$ cat src/rtl/link_arbiter_rr.sv
// Round-robin arbiter: N requesters share one registered valid/ready output link.
// Optional core priority for index N-1, plus a saturating back-pressure counter.
module link_arbiter_rr #(
  parameter int WIDTH     = 11,
  parameter int ID_W      = 3,
  parameter int N         = 5,
  parameter int CNT_W     = 8,
  parameter int CORE_PRIO = 0
) (
  input  logic                 clk,
  input  logic                 rst_n,
  input  logic [N-1:0]         in_valid,
  input  logic [N*WIDTH-1:0]   in_data,
  input  logic [N*ID_W-1:0]    in_id,
  output logic [N-1:0]         in_ready,
  output logic                 out_valid,
  output logic [WIDTH-1:0]     out_data,
  output logic [ID_W-1:0]      out_id,
  output logic [2:0]           out_src,
  input  logic                 out_ready,
  output logic [CNT_W-1:0]     stall_cnt
);

  localparam int PW = (N > 1) ? $clog2(N) : 1;

  typedef enum logic [0:0] {
    EMPTY = 1'b0,
    FULL  = 1'b1
  } state_t;

  state_t            state_r;
  state_t            state_nxt_s;
  logic [PW-1:0]     ptr_r;
  logic [PW-1:0]     ptr_nxt_s;
  logic [PW-1:0]     win_s;
  logic              any_s;
  logic              load_s;
  logic              accept_s;
  logic [N-1:0]      grant_s;
  logic [WIDTH-1:0]  data_r;
  logic [ID_W-1:0]   id_r;
  logic [2:0]        src_r;
  logic [CNT_W-1:0]  stall_r;

  // Winner search: first valid requester at or after ptr, with optional core override.
  always_comb begin
    int idx_v;
    idx_v = 0;
    win_s = '0;
    any_s = 1'b0;
    for (int k = 0; k < N; k++) begin
      idx_v = (int'(ptr_r) + k >= N) ? int'(ptr_r) + k - N : int'(ptr_r) + k;
      if (!any_s && in_valid[PW'(idx_v)]) begin
        any_s = 1'b1;
        win_s = PW'(idx_v);
      end else begin
        any_s = any_s;
      end
    end
    if ((CORE_PRIO != 0) && in_valid[N-1]) begin
      win_s = PW'(N - 1);
    end else begin
      win_s = win_s;
    end
  end

  // Next state, pointer advance and one-hot grant.
  always_comb begin
    load_s      = (state_r == EMPTY) || out_ready;
    accept_s    = load_s && any_s;
    state_nxt_s = state_r;
    ptr_nxt_s   = ptr_r;
    grant_s     = '0;
    if (accept_s) begin
      state_nxt_s    = FULL;
      grant_s[win_s] = 1'b1;
      // Priority grants to the core leave the rotation where it was.
      if ((CORE_PRIO != 0) && (win_s == PW'(N - 1))) begin
        ptr_nxt_s = ptr_r;
      end else if (win_s == PW'(N - 1)) begin
        ptr_nxt_s = '0;
      end else begin
        ptr_nxt_s = win_s + PW'(1);
      end
    end else if (load_s) begin
      state_nxt_s = EMPTY;
    end else begin
      state_nxt_s = state_r;
    end
  end

  // Grants are suppressed while reset is asserted.
  always_comb begin
    if (rst_n) begin
      in_ready = grant_s;
    end else begin
      in_ready = '0;
    end
  end

  // FSM state and round-robin pointer.
  always_ff @(posedge clk or negedge rst_n) begin
    if (!rst_n) begin
      state_r <= EMPTY;
      ptr_r   <= '0;
    end else begin
      state_r <= state_nxt_s;
      ptr_r   <= ptr_nxt_s;
    end
  end

  // Output flit register; holds its contents when draining to empty.
  always_ff @(posedge clk or negedge rst_n) begin
    if (!rst_n) begin
      data_r <= '0;
      id_r   <= '0;
      src_r  <= 3'd0;
    end else if (accept_s) begin
      data_r <= in_data[int'(win_s)*WIDTH +: WIDTH];
      id_r   <= in_id[int'(win_s)*ID_W +: ID_W];
      src_r  <= 3'(win_s);
    end else begin
      data_r <= data_r;
      id_r   <= id_r;
      src_r  <= src_r;
    end
  end

  // Saturating count of stalled output cycles.
  always_ff @(posedge clk or negedge rst_n) begin
    if (!rst_n) begin
      stall_r <= '0;
    end else if ((state_r == FULL) && !out_ready && (stall_r != {CNT_W{1'b1}})) begin
      stall_r <= stall_r + CNT_W'(1);
    end else begin
      stall_r <= stall_r;
    end
  end

  assign out_valid = (state_r == FULL);
  assign out_data  = data_r;
  assign out_id    = id_r;
  assign out_src   = src_r;
  assign stall_cnt = stall_r;

endmodule

$ cat config.mk
export PLATFORM = sky130hd
export DESIGN_NAME = link_arbiter_rr
export DESIGN_NICKNAME = d
export VERILOG_FILES = /design/src/rtl/link_arbiter_rr.sv
export SDC_FILE = /design/constraint.sdc
export NUM_CORES = 1
export LEC_CHECK = 0
export ABC_AREA = 1
export CAP_MARGIN = 15
export CORE_ASPECT_RATIO = 0.9
export CORE_UTILIZATION = 41
export CTS_BUF_LIST = sky130_fd_sc_hd__clkbuf_8 sky130_fd_sc_hd__clkbuf_16
export CTS_CLUSTER_SIZE = 8
export DETAILED_ROUTE_END_ITERATION = 10
export GPL_TIMING_DRIVEN = 0
export PLACE_DENSITY = 0.77
export SYNTH_ARGS = -nofsm -noshare
export SYNTH_HDL_FRONTEND = slang
export SYNTH_SLANG_ARGS = --single-unit
$ cat constraint.sdc
create_clock -name clk -period 3.6 [get_ports clk]
set_input_delay 1.08 -clock clk [delete_from_list [all_inputs] [get_ports clk]]
set_output_delay 1.08 -clock clk [all_outputs]
set_load 0.005 [all_outputs]
Word level (Yosys, flattened, before mapping)
Index checks and enable logic that the tools add are counted.
{ "word_totals": {"ff_bits": 29, "input_bits": 78, "out_inout_bits": 31, "word_cells": 88} }
{ "op_classes": {"add_sub_neg": 11, "multipliers": 2, "n_lt_le_gt_ge": 12, "n_eq_ne": 2, "shift": 2, "muxes": 37, "n_bitwise": 1, "reduce_logical": 15} }
{ "op_table": {"columns": ["cell", "n"], "rows": [
  ["$shiftx 55x8->11", 1],
  ["$mux 3", 11],
  ["$lt 3x5->1 const B", 5],
  ["$mux 1", 18],
  ["$ge 4x3->1 const B", 4],
  ["$bmux 1 s3", 5],
  ["$shiftx 15x6->3", 1],
  ["$sub 3x3->3 const B", 5],
  ["$mux 5", 2],
  ["$add 3x2->4 const B", 2],
  ["$add 8x1->8 const B", 1],
  ["$logic_and 1x1->1", 8],
  ["$ne 8x8->1 const B", 1],
  ["$mul 3x4->7 const B", 1],
  ["$logic_not 1->1", 5],
  ["$mul 3x2->5 const B", 1],
  ["$add 3x1->4 const B", 1],
  ["$add 3x3->4 const B", 1],
  ["$lt 3x4->1 const B", 1],
  ["$add 3x1->3 const B", 1],
  ["$demux 1 s3", 1],
  ["$eq 3x3->1 const B", 1],
  ["$ge 3x1->1 const B", 1],
  ["$ge 3x3->1 const B", 1],
  ["3 further kinds", 3]
]} }

Logic depth before layout (Yosys ltp)
{ "depth": {"ltp_word": 24, "mapped_depth": 26, "mapped_depth_nobuf": 24} }

Worst setup path after synthesis
OpenSTA, ideal clock, no wires.
{ "synth_path": {"kind": "register to output", "startpoint": "register ptr_r[0]", "endpoint": "output port in_ready[0]", "arrival_time_ps": 2792, "required_time_ps": 2520, "path_slack_ps": -272, "path_stages_with_launch": 22, "path_buffers": 2, "path_cell_list": "dfrtp_1 -> buf_6 -> inv_4 -> ha_1 -> inv_1 -> fa_1 -> inv_1 -> nand2_2 -> o21ai_0 -> nand3_1 -> nand2_1 -> nand2_1 -> nand2_2 -> inv_2 -> nand4_2 -> nor2_1 -> nor2_1 -> nand2_2 -> nor2_4 -> buf_6 -> inv_1 -> nor2_1"} }
{ "synth_via": {"elab_chain_len": 24, "elab_cells_between_ends": 60, "cone_classes": "9 x add/sub; 7 x order compare; 34 x mux; 10 x reduce/logical"} }
{ "synth_lines": {"columns": ["item", "line", "rtl"], "rows": [
  ["start, declared", "33", "logic [PW-1:0] ptr_r;"],
  ["start signal, assigned", "108", "ptr_r <= ptr_nxt_s;"],
  ["parallel branches: the longest is 22 deep, another holds $add 3x1->4", null, null],
  ["$mux 5 *", "74", "if (accept_s) begin"],
  ["$mux 5 *", "94", "if (rst_n) begin"],
  ["end, declared", "15", "output logic [N-1:0] in_ready,"]
]} }
Every way passes the cells marked *. The select of a mux whose other input is x is not followed.

Final worst setup path
{ "layout_path": {"startpoint": "register ptr_r[0]", "endpoint": "output port in_ready[3]"} }
The elaborated chain is that of the path after synthesis.

==> key figures <==
Min path
  – Endpoint with the worst hold slack: out_src[2]
  – Min-delay worst type: reg2reg
  – Critical hold path startpoint: out_src[2]
  – Count of cells along the worst hold path: 2

Timing
  – Final slew viol count: 0
  – Final hold violations: 0
  – Post-route clock period utilization: 122%
  – Maximum clock rate: 228 MHz
  – Final setup vio count: 5
  – Final critical delay including setup and external delays: around 4.4 ns
  – Setup repair after global routing missed its margin: yes
  – Hold_ws: between 0.5 and 0.6 ns
  – Maximum clock skew at final layout: 0.00627 ns
  – Transition time at the pin with the least slew margin: 0.770 ns
  – Worst setup slack after layout: -0.787 ns
  – Tightest slew margin relative to the limit: 48.7%

Synth
  – Area fraction in compound gates after synthesis: under 10%
  – Xor/xnor cell area share of the yosys netlist: 3.12%
  – Fraction of synthesized cell area taken by the top area cell type: 24.1%
  – Multiplexer share of the synthesized area: 0.375%
  – Net count after synthesis: 569
  – Adder-Cell Fraction of Synth Area: 4.41%
  – Per-instance average area after synthesis: 6.25 um2
  – Yosys reg bits: 29
  – Count of synthesis-stage warnings from yosys: 0
  – Post-Synth Simple-Gate Area: 42.9%
  – Most area-consuming cells after synthesis: sky130_fd_sc_hd__dfrtp_1 (24%), sky130_fd_sc_hd__nand3_1 (17%), sky130_fd_sc_hd__inv_1 (12%)
  – Main combinational cell family by area after synthesis: simple AND/OR/NAND/NOR gates
  – Cell area after synthesis: 0.00301 mm2
  – Synth unique cells: 38
  – Sequential element share of the synthesized area: 24.1%
  – Largest area contributor in the synthesized netlist: sky130_fd_sc_hd__dfrtp_1
  – Synthesized instance count: 481

Floorplan
  – Row Count: 29
  – Chip height: 83.2 um
  – Area of the core: 0.00708 mm2
  – Die width: slightly above 90 um
  – Initial core utilization: between 40% and 50%
  – Area enclosed by the die boundary: 0.00768 mm2
  – # IOs: 109

GRT
  – Wire length of the first global-routing pass: ~17000 um
  – Number of antenna violations at the first check in global routing: 0
  – Total grt overflow: 0
  – Pin count of the biggest net entering global routing: 33
  – Total global-route track usage: approximately 28%
  – Vias in the first global route: 3634

Detailed routing
  – Routed vias: about 3.8k
  – Detailed Route Iter0 Violations: around 250
  – DRC viols: 0
  – Post-detailed-route via-to-cell ratio: 5.19
  – Average wire per cell in the routed design: 15.2 um
  – Number of nets with antenna violations after detailed routing: 0
  – Final Routed Wirelength: 11200 um
  – Initial DRT Pass Iterations: 5

Setup path
  – Data required time of the worst path: 2.52 ns
  – Crit-path max FO: 7
  – Critical path data arrival time: about 3.3 ns
  – Setup slack of the worst register-to-register path: between 0.1 and 0.15 ns
  – Worst Reg-to-Reg Cells: 26
  – Reg-to-reg critical path startpoint: ptr_r[0]
  – Worst setup SP type: flip-flop
  – Worst flop-to-flop path endpoint: out_id[0]
  – Sort of element at the end of the critical path: output pin
  – Path type of the worst setup path: reg2out

Cells and area
  – Diodes inserted: 0
  – Fraction of final layout cells sized beyond drive strength 1: 24.9%
  – Total Nets Final: 730
  – Area of the multi-input gates: 0.00205 mm2
  – Fillers: around 550
  – Synthesis-to-layout area growth: 66.3%
  – Sequential cell area in the final layout: ~730 um2

Status
  – Run status: complete, but fails checks
  – Violated checks: negative setup slack

CTS
  – H-tree depth: 2
  – Number of hold buffers added after CTS: 0
  – Source-to-sink clock delay at the later pin of the worst-skew pair: 0.28 ns
  – Clock transition at path regs: 0.07 ns
  – Sinks on Clock Net: 29
  – Buffer levels on the longest clock path: 2
  – Clock buffers created by TritonCTS: 5
  – Clock root buffer: sky130_fd_sc_hd__clkbuf_8
  – Clock tree from TritonCTS: yes

Placed design
  – Sum of net half-perimeters after detailed placement: 7490 um
  – Number of port buffers: 108
  – Routability cong.: 0.958

Run
  – Reported max-cap violation count: 0
==> repair_timing <==
action                     in CTS  in global routing
setup endpoints to repair       5                 15
buffers inserted               40                  7
gates cloned                    1                  0
resized for setup              75                 19
pin swaps                      35                 15
==> layout make-up <==
class	instances	share of cell area, %
Timing Repair Buffer	155	28.8
Tap cell	93	2.33
Clock inverter	3	0.776
Multi-Input combinational cell	328	40.9
Sequential cell	29	14.6
Inverter	107	8.43
Clock buffer	5	1.38
Buffer	16	2.78
==> per-layer routing <==
layer  global-route usage (%)  up-vias  routed length, um
li1                         -     1838                  -
met1                     36.2     1741               4660
met2                     46.7      212               5410
met3                     4.30       27                904
met4                     7.95        0                234
met5                        0        -                  0
==> worst max-delay path: stages (launching register included) <==
cell                       delay, ns
sky130_fd_sc_hd__dfrtp_1        0.40
sky130_fd_sc_hd__buf_6          0.14
sky130_fd_sc_hd__inv_8          0.06
sky130_fd_sc_hd__ha_4           0.13
sky130_fd_sc_hd__inv_2          0.04
sky130_fd_sc_hd__fa_2           0.38
sky130_fd_sc_hd__inv_4          0.11
sky130_fd_sc_hd__nand2_8        0.09
sky130_fd_sc_hd__nand2_1        0.08
sky130_fd_sc_hd__nand3_1        0.09
sky130_fd_sc_hd__nand3_2        0.09
sky130_fd_sc_hd__nand2_2        0.05
sky130_fd_sc_hd__nand2_2        0.07
sky130_fd_sc_hd__nand2_4        0.08
sky130_fd_sc_hd__buf_12         0.14
sky130_fd_sc_hd__nor3_4         0.24
sky130_fd_sc_hd__buf_6          0.15
sky130_fd_sc_hd__o211ai_1       0.14
sky130_fd_sc_hd__nand2_2        0.18
sky130_fd_sc_hd__inv_4          0.07
sky130_fd_sc_hd__nand3_4        0.09
sky130_fd_sc_hd__nor2_4         0.05
sky130_fd_sc_hd__buf_2          0.12
==> registers in the layout (all words and copies together), names as in the netlist <==
register	count
stall_cnt	8
out_src	3
ptr_r	3
out_id	3
out_valid	1
out_data	11
==> cells in the final DEF, fill, tap and decap left out, types with 2 or more instances in the layout <==
master / instances
sky130_fd_sc_hd__nand2_1: 80
sky130_fd_sc_hd__clkdlybuf4s50_1: 97
sky130_fd_sc_hd__nor2_1: 14
sky130_fd_sc_hd__nor2_2: 4
sky130_fd_sc_hd__o21ai_2: 4
sky130_fd_sc_hd__dfrtp_2: 2
sky130_fd_sc_hd__xor2_1: 5
sky130_fd_sc_hd__a21oi_1: 16
sky130_fd_sc_hd__nor2_4: 4
sky130_fd_sc_hd__dfrtp_1: 27
sky130_fd_sc_hd__nand4_1: 13
sky130_fd_sc_hd__nand2_8: 2
sky130_fd_sc_hd__ha_1: 4
sky130_fd_sc_hd__clkbuf_8: 5
sky130_fd_sc_hd__or2_1: 14
sky130_fd_sc_hd__xnor2_1: 2
sky130_fd_sc_hd__buf_6: 10
sky130_fd_sc_hd__nand3_4: 5
sky130_fd_sc_hd__ha_2: 2
sky130_fd_sc_hd__o21ai_0: 7
sky130_fd_sc_hd__o21ai_1: 6
sky130_fd_sc_hd__o21ai_4: 2
sky130_fd_sc_hd__buf_12: 2
sky130_fd_sc_hd__ha_4: 3
sky130_fd_sc_hd__inv_2: 10
sky130_fd_sc_hd__nand3_2: 6
sky130_fd_sc_hd__nand2_4: 6
sky130_fd_sc_hd__buf_2: 12
sky130_fd_sc_hd__nand3_1: 96
sky130_fd_sc_hd__clkinv_2: 2
sky130_fd_sc_hd__nand2_2: 21
sky130_fd_sc_hd__inv_1: 91
sky130_fd_sc_hd__inv_4: 3
sky130_fd_sc_hd__buf_4: 43
sky130_fd_sc_hd__dlygate4sd2_1: 5
sky130_fd_sc_hd__buf_8: 2
==> cells in the mapped netlist, drive strengths merged <==
library cell / instances
o21ai: 19
buf: 17
dfrtp: 29
fa: 1
ha: 9
clkinv: 2
nor3: 2
o221ai: 1
or2: 14
o211ai: 1
nand2: 108
xor2: 5
xnor2: 4
a21oi: 17
a31oi: 1
inv: 105
clkbuf: 1
o21a: 1
nand4: 14
nor2: 22
nand3: 107
mux2: 1
==> kinds of logic (layout without fill, tap and decap cells) <==
family | after synthesis | after routing
AND/OR/NAND/NOR | 267 | 268
buffers and inverters | 125 | 286
AO/OA/AOI/OAI | 40 | 40
flip-flops | 29 | 29
adder cells (fa/ha/maj) | 10 | 10
XOR/XNOR | 9 | 9
multiplexers | 1 | 1
==> through the flow <==
stage	util [%]	instance area [um2]	instances	TNS [ns]	setup WS [ns]
floorplan	-	3080	481	-0.413	-0.123
global placement	60.4	4280	682	-5.97	-1.23
detailed placement	60.4	4270	682	-6.07	-1.26
CTS	68.5	4850	730	-3.00	-0.606
global route	70.7	5000	736	-6.14	-0.986
finish	70.7	5000	736	-3.84	-0.787
==> worst max path at each step <==
| stage | start | to | cells past startpoint | slack [ns] |
|---|---|---|---|---|
| after floorplan | ptr_r[0] | in_ready[0] | 23 | -0.12 |
| after global routing | ptr_r[0] | in_ready[3] | 22 | -0.99 |
| after CTS | ptr_r[0] | in_ready[3] | 22 | -0.61 |
| final | ptr_r[0] | in_ready[3] | 22 | -0.79 |
| after detailed placement | in_valid[3] | in_ready[4] | 14 | -1.26 |
| after global placement | in_valid[0] | in_ready[2] | 17 | -1.23 |
Power is not shown: default switching activity piles up to over one toggle a cycle in this logic, so the estimate is an artifact.
